--- src/rtl/param_sum_pkg.sv ---
// Shared types and constant-width helpers for the parameterised summing engine.
package param_sum_pkg;

  typedef enum logic [1:0] {
    IDLE = 2'd0,
    ACC  = 2'd1,
    DONE = 2'd2
  } state_e;

  // Ceiling log2; clog2(1) = 0.
  function automatic int unsigned clog2(input int unsigned x);
    int unsigned r;
    int unsigned v;
    r = 0;
    v = 1;
    while (v < x) begin
      v = v << 1;
      r = r + 1;
    end
    return r;
  endfunction

  // Width needed to hold the sum of n unsigned w-bit values.
  function automatic int unsigned sum_width(input int unsigned n, input int unsigned w);
    return w + clog2(n);
  endfunction

endpackage

--- src/rtl/param_sum_add.sv ---
// OUT_W-bit adder with carry-out; saturates to all-ones when PARAM_SUM_SAT_EN is defined.
module param_sum_add #(
  parameter int unsigned W = 34
) (
  input  logic [W-1:0] i_a,
  input  logic [W-1:0] i_b,
  output logic [W-1:0] o_sum_c,
  output logic         o_carry_c
);

  logic [W:0] w_full;

  assign w_full    = {1'b0, i_a} + {1'b0, i_b};
  assign o_carry_c = w_full[W];

`ifdef PARAM_SUM_SAT_EN
  // A saturated accumulator stays at all-ones: any further non-zero add carries again.
  assign o_sum_c = w_full[W] ? {W{1'b1}} : w_full[W-1:0];
`else
  assign o_sum_c = w_full[W-1:0];
`endif

endmodule

--- src/rtl/param_sum_engine.sv ---
// Sequential summer: one element per cycle over the first min(count, N) operands.
// Optional saturation is selected with the PARAM_SUM_SAT_EN macro (see param_sum_add).
module param_sum_engine
  import param_sum_pkg::*;
#(
  parameter int unsigned N     = 4,
  parameter int unsigned W     = 32,
  parameter int unsigned OUT_W = sum_width(N, W)
) (
  input  logic                      clk,
  input  logic                      rst,
  input  logic                      in_valid,
  output logic                      in_ready,
  input  logic [N-1:0][W-1:0]       values,
  input  logic [clog2(N+1)-1:0]     count,
  output logic                      out_valid,
  input  logic                      out_ready,
  output logic [OUT_W-1:0]          sum,
  output logic                      ovf
);

  localparam int unsigned CNT_W = clog2(N + 1);

  state_e              r_state;
  logic [N-1:0][W-1:0] r_vals;
  logic [CNT_W-1:0]    r_cnt;
  logic [CNT_W-1:0]    r_idx;
  logic [OUT_W-1:0]    r_acc;
  logic [OUT_W-1:0]    r_sum;
  logic                r_ovf_acc;
  logic                r_ovf;
  logic                r_in_ready;
  logic                r_out_valid;

  logic [CNT_W-1:0]    w_cnt_eff;
  logic [OUT_W-1:0]    w_elem;
  logic [OUT_W-1:0]    w_add_sum;
  logic                w_add_carry;

  assign w_cnt_eff = (count > CNT_W'(N)) ? CNT_W'(N) : count;
  // Captured operands shift down each cycle, so the current element is always slot 0.
  assign w_elem    = OUT_W'(r_vals[0]);

  param_sum_add #(.W(OUT_W)) u_add (
    .i_a       (r_acc),
    .i_b       (w_elem),
    .o_sum_c   (w_add_sum),
    .o_carry_c (w_add_carry)
  );

  always_ff @(posedge clk or posedge rst) begin
    if (rst) begin
      r_state     <= IDLE;
      r_vals      <= '0;
      r_cnt       <= '0;
      r_idx       <= '0;
      r_acc       <= '0;
      r_sum       <= '0;
      r_ovf_acc   <= 1'b0;
      r_ovf       <= 1'b0;
      r_in_ready  <= 1'b1;
      r_out_valid <= 1'b0;
    end else begin
      case (r_state)
        IDLE: begin
          if (in_valid && r_in_ready) begin
            r_vals     <= values;
            r_cnt      <= w_cnt_eff;
            r_idx      <= '0;
            r_acc      <= '0;
            r_ovf_acc  <= 1'b0;
            r_in_ready <= 1'b0;
            if (w_cnt_eff == '0) begin
              r_state     <= DONE;
              r_out_valid <= 1'b1;
              r_sum       <= '0;
              r_ovf       <= 1'b0;
            end else begin
              r_state <= ACC;
            end
          end
        end
        ACC: begin
          r_acc     <= w_add_sum;
          r_ovf_acc <= r_ovf_acc | w_add_carry;
          r_idx     <= r_idx + CNT_W'(1);
          r_vals    <= r_vals >> W;
          if (r_idx == (r_cnt - CNT_W'(1))) begin
            r_state     <= DONE;
            r_out_valid <= 1'b1;
            r_sum       <= w_add_sum;
            r_ovf       <= r_ovf_acc | w_add_carry;
          end
        end
        DONE: begin
          if (out_ready) begin
            r_state     <= IDLE;
            r_out_valid <= 1'b0;
            r_in_ready  <= 1'b1;
          end
        end
        default: begin
          r_state     <= IDLE;
          r_out_valid <= 1'b0;
          r_in_ready  <= 1'b1;
        end
      endcase
    end
  end

  assign in_ready  = r_in_ready;
  assign out_valid = r_out_valid;
  assign sum       = r_sum;
  assign ovf       = r_ovf;

endmodule

--- config.mk ---
export PLATFORM = sky130hd
export DESIGN_NAME = param_sum_engine
export DESIGN_NICKNAME = d
export VERILOG_FILES = /design/src/rtl/param_sum_pkg.sv /design/src/rtl/param_sum_add.sv /design/src/rtl/param_sum_engine.sv
export SDC_FILE = /design/constraint.sdc
export NUM_CORES = 1
export LEC_CHECK = 0
export ABC_AREA = 1
export CORE_MARGIN = 2
export CORE_UTILIZATION = 55
export DETAILED_ROUTE_END_ITERATION = 16
export PLACE_DENSITY = 0.79
export SLEW_MARGIN = 10
export SYNTH_ARGS = -nofsm -noshare
export SYNTH_HDL_FRONTEND = slang
export SYNTH_SLANG_ARGS = --single-unit
--- constraint.sdc ---
create_clock -name clk -period 14.5 [get_ports clk]
set_input_delay 2.9 -clock clk [delete_from_list [all_inputs] [get_ports clk]]
set_output_delay 2.9 -clock clk [all_outputs]
set_load 0.005 [all_outputs]
== Word level (Yosys, flattened, before mapping) ==
Cells that the tools add are included.
Cells by class
  add/sub/neg operators: 3
  order comparisons: 1
  eq/ne operators: 7
  multiplexer cells: 29
  bitwise gates (word level): 2
  reductions and logical operators: 10
Operators with widths (count)
  128-bit case mux with 2 select lines: 1
  34-bit two-way mux: 4
  34-bit case mux with 2 select lines: 2
  128-bit two-way mux: 1
  34-bit by 32-bit adder with 35-bit output: 1
  1-bit two-way mux: 9
  2-bit two-way mux: 4
  2-bit != test, second input constant: 4
  4-bit AND reduction: 2
  3-bit two-way mux: 2
  1-bit case mux with 3 select lines: 2
  2-bit case mux with 3 select lines: 1
  3-bit case mux with 2 select lines: 1
  3-bit AND reduction: 2
  1-bit case mux with 2 select lines: 2
  2-bit AND reduction: 2
  3-bit by 1-bit adder with 3-bit output, second input constant: 1
  3-bit == test: 1
  3-bit greater-than comparator, second input constant: 1
  3-bit zero test: 1
  3-bit by 1-bit subtractor with 3-bit output, second input constant: 1
  2-bit by 1-bit == test with 1-bit output, second input constant: 1
  2-bit == test, second input constant: 1
  2-bit zero test: 1
  4 further kinds: 4
Storage, ports and cells
  register bits: 208
  bits of input ports: 135
  logic and storage cells: 65

== Longest topological paths before layout ==
  word-level depth: 6
  depth in mapped cells: 15

== Modules after synthesis ==
A second synthesis with hierarchy kept.
Unflattened totals
  cells, all modules: 1476
  area total of the unflattened synthesis: 11145.7 um^2
By module, submodules not included
  param_sum_engine: times used 1, cells an instance 1005, area an instance 8789.7 um^2
  param_sum_add: times used 1, cells an instance 471, area an instance 2356.0 um^2

== Least setup slack after synthesis ==
No wires, ideal clock.
  path kind: input-to-reg
  from: input in_valid
  to: register r_vals[78] (netlist name)
  library setup time: 0.133 ns
  arrival time: 3.796 ns
  data required time: 14.367 ns
  slack: 10.571 ns
  stages on the path: 8
  path buffers: 3
  path through: nand2_1 nor2_4 buf_6 inv_2 buf_6 buf_6 nor3_1 a221oi_2
On the way
  longest elaborated chain between the ends: 3
RTL lines
  start: declaration: RTL line param_sum_engine.sv:12  | input logic in_valid,
  1-bit logical AND: RTL line param_sum_engine.sv:66  | if (in_valid && r_in_ready) begin
  2-bit != test (no source line)
  2-bit AND reduction (no source line)
  end signal: assignment: RTL line param_sum_engine.sv:67  | r_vals <= values;
  end signal: assignment: RTL line param_sum_engine.sv:87  | r_vals <= r_vals >> W;
  end: declaration: RTL line param_sum_engine.sv:25  | logic [N-1:0][W-1:0] r_vals;
Every way passes these cells.
A chain may end at the register's enable or synchronous reset.

== Worst setup path after layout ==
  from: input in_valid
  to: register r_vals[29] (netlist name)
The elaborated chain is that of the path after synthesis.

==> impl_metrics.env <==
export IMPL_dr_total_vias=9774
export IMPL_cts_root_buf="clkbuf_16"
export IMPL_grt_max_degree=234
export IMPL_p_leak_uw=0.006453
export IMPL_die_area_mm2=0.02130
export IMPL_core_area_mm2=0.01959
export IMPL_routabilityCongestion=0.9145
export IMPL_grt_util_met2=0.4271
export IMPL_port_buffers=171
export IMPL_clock_sinks=208
export IMPL_period_needed_ps=5588
export IMPL_drt_pre_antenna_iters=6
export IMPL_ys_ff_latch=208
export IMPL_postRouteAntennaNets=0
export IMPL_avgSynthCellArea_um2=8.147
export IMPL_diodes=0
export IMPL_wirelength_um=28900
export IMPL_yosysWarnings=0
export IMPL_start_util=0.5656
export IMPL_areaGrowthSynthToFinish_pct=22.53
export IMPL_rsz0062_at_grt="no"
export IMPL_maxCapViolCount=0
export IMPL_viasPerCell=5.497
export IMPL_power_density_mw_per_mm2=255.4
export IMPL_hold_viol=0
export IMPL_critPathLaunchType="primary input"
export IMPL_die_w_um=145.9
export IMPL_critical_path_class="primary input to flop"
export IMPL_grt_antenna_before_repair=0
export IMPL_setup_viol=0
export IMPL_drt_iter0_markers=753
export IMPL_hold_path_class="flop to flop"
export IMPL_rows=51
export IMPL_grt_util_met3=0.03668
export IMPL_worstPathRequired_ps=14830
export IMPL_multi_input_area_mm2=0.004785
export IMPL_clkTransAtPathRegs_ps=60
export IMPL_cts_buffer_depth=3
export IMPL_cts_tree="yes"
export IMPL_synthCells=1360
export IMPL_overflow=0
export IMPL_cts_resized=0
export IMPL_fin_nets=1669
export IMPL_mostFrequentLayoutCells="nand2_1, dfrtp_1, inv_1"
export IMPL_cts_hold_buf=0
export IMPL_synthDistinctLibCells=36
export IMPL_grt_met1_usage=0.4005
export IMPL_slew_headroom=0.2278
export IMPL_fin_cells=1778
export IMPL_clkLatencyLatePin_ps=500
export IMPL_hpwl_um=20230
export IMPL_irDropWorstVdd_uv=220.9
export IMPL_path_max_fanout=66
export IMPL_grt_pass1_wl_um=47440
export IMPL_cts_buffers=23
export IMPL_netlist_area_mm2=0.01108
export IMPL_drive_gt1_frac=0.06081
export IMPL_layout_commonest_cell="nand2_1"
export IMPL_ys_seq_area_frac=0.4699
export IMPL_synth_nets=1530
export IMPL_critPathArrivalTime_ps=5920
export IMPL_fmax_ghz=0.1790
export IMPL_post_cts_buffers=0
export IMPL_fin_skew_ps=15.55
export IMPL_seqCellArea_mm2=0.005206
export IMPL_pin_count=172
export IMPL_slew_viol_final=0
export IMPL_status="finished, final reports clean"
export IMPL_first_global_vias=9459
export IMPL_post_place_cells=1739
export IMPL_wire_per_inst_um=16.25
export IMPL_num_fill_cells=1606
export IMPL_grt_usage=0.2723
export IMPL_min_period_over_period=0.3854
export IMPL_worst_setup_path_end_kind="flop"
export IMPL_die_y_um=145.9
export IMPL_remaining_drc_errors=0
export IMPL_busiest_layer="met2"
export IMPL_worstMarginPinSlew_ps=1158
export IMPL_setup_tns_ps=0
export IMPL_htreeDepth=1
synth_stat cells:
cell type,number,share of area
fa_1,1,0.0018
buf_6,7,0.0071
o21ai_1,19,0.0086
buf_1,5,0.0017
nor3_2,16,0.014
nor2_1,91,0.031
a221oi_1,46,0.036
xor2_1,1,0.00079
nand4_1,15,0.0085
dfstp_2,1,0.0024
inv_2,5,0.0017
or2_2,4,0.0023
a21oi_1,41,0.019
o21bai_1,3,0.0020
a22o_1,1,0.00079
a21boi_0,1,0.00068
nand3_1,49,0.022
a31oi_1,3,0.0017
buf_2,28,0.013
clkbuf_1,20,0.0068
nand2_1,339,0.11
inv_1,195,0.066
o21ai_0,70,0.032
a211oi_1,31,0.021
xnor2_1,2,0.0016
o31ai_1,1,0.00068
nor2_4,3,0.0030
ha_1,34,0.038
nor4_1,1,0.00057
nor3_1,93,0.042
buf_4,4,0.0027
and2_1,1,0.00057
dfrtp_1,207,0.47
a221oi_2,19,0.026
a21o_1,2,0.0014
o22ai_1,1,0.00057
worst paths after layout:
check	start	end	slack, ps	cells after the start
min in group asynchronous	rst	sum[6]	2920	2
worst max register to register	in_ready	r_vals[29]	11220	6
worst min-delay path	sum[25]	sum[25]	480	2
worst min register to register	sum[25]	sum[25]	480	2
worst max-delay path	in_valid	r_vals[29]	8910	7
max in group asynchronous	rst	r_vals[71]	10160	3
report_power, final:
part | internal, µW | switching [µW] | total (µW)
Sequential | 857 | 129 | 987
Combinational | 660 | 1260 | 1920
Clock | 328 | 228 | 556
critical path: stages:
cell and delay (ps):
clkdlybuf4s50_1 450, nand2_1 100, nor2_4 780, clkinv_2 710
buf_4 570, nor3_1 270, a211oi_1 100
area by class of cell:
class / instances / area share
clock buffers: 31 / 0.04756
clock inverters: 8 / 0.005253
inverters: 200 / 0.05594
multi-input cells: 888 / 0.3524
flip-flops and latches: 208 / 0.3835
well taps: 265 / 0.02442
repair buffers: 178 / 0.1309
sequential cells by signal, indices dropped and copies added (netlist names), 2 cells and up:
signal	cells
r_vals	128
sum	34
r_idx	3
r_acc	34
r_state	2
r_cnt	3
through the flow:
| stage | utilization | hold slack, ps | power (µW) | worst slack (ps) | instance area [µm²] |
|---|---|---|---|---|---|
| 6_report | 0.6930 | 478.6 | 3467 | 8912 | 13580 |
| 3_3_place_gp | 0.6564 | 457.8 | 2822 | 8491 | 12860 |
| 2_1_floorplan | - | 445.9 | 2405 | 5921 | 11080 |
| 4_1_cts | 0.6930 | 481.1 | 3458 | 8909 | 13580 |
| 5_1_grt | 0.6930 | 495.2 | 3778 | 8677 | 13580 |
| 3_5_place_dp | 0.6564 | 465.5 | 2886 | 8391 | 12860 |
cells by family (layout without fill, tap and decap cells):
logic type | Yosys count | after routing | share of synthesized area
AND/OR/NAND/NOR | 612 | 612 | 0.2392
buffers and inverters | 264 | 417 | 0.09870
XOR/XNOR | 3 | 3 | 0.002372
flip-flops | 208 | 208 | 0.4699
adder cells (fa/ha/maj) | 35 | 35 | 0.04020
AO/OA/AOI/OAI | 238 | 238 | 0.1496
routing by layer:
layer,share of wire,vias to the layer above
met4,0.021,0
met5,0,-
met3,0.061,36
met1,0.46,4633
met2,0.45,311
li1,-,4794
Power figures use the tool's default switching activity.
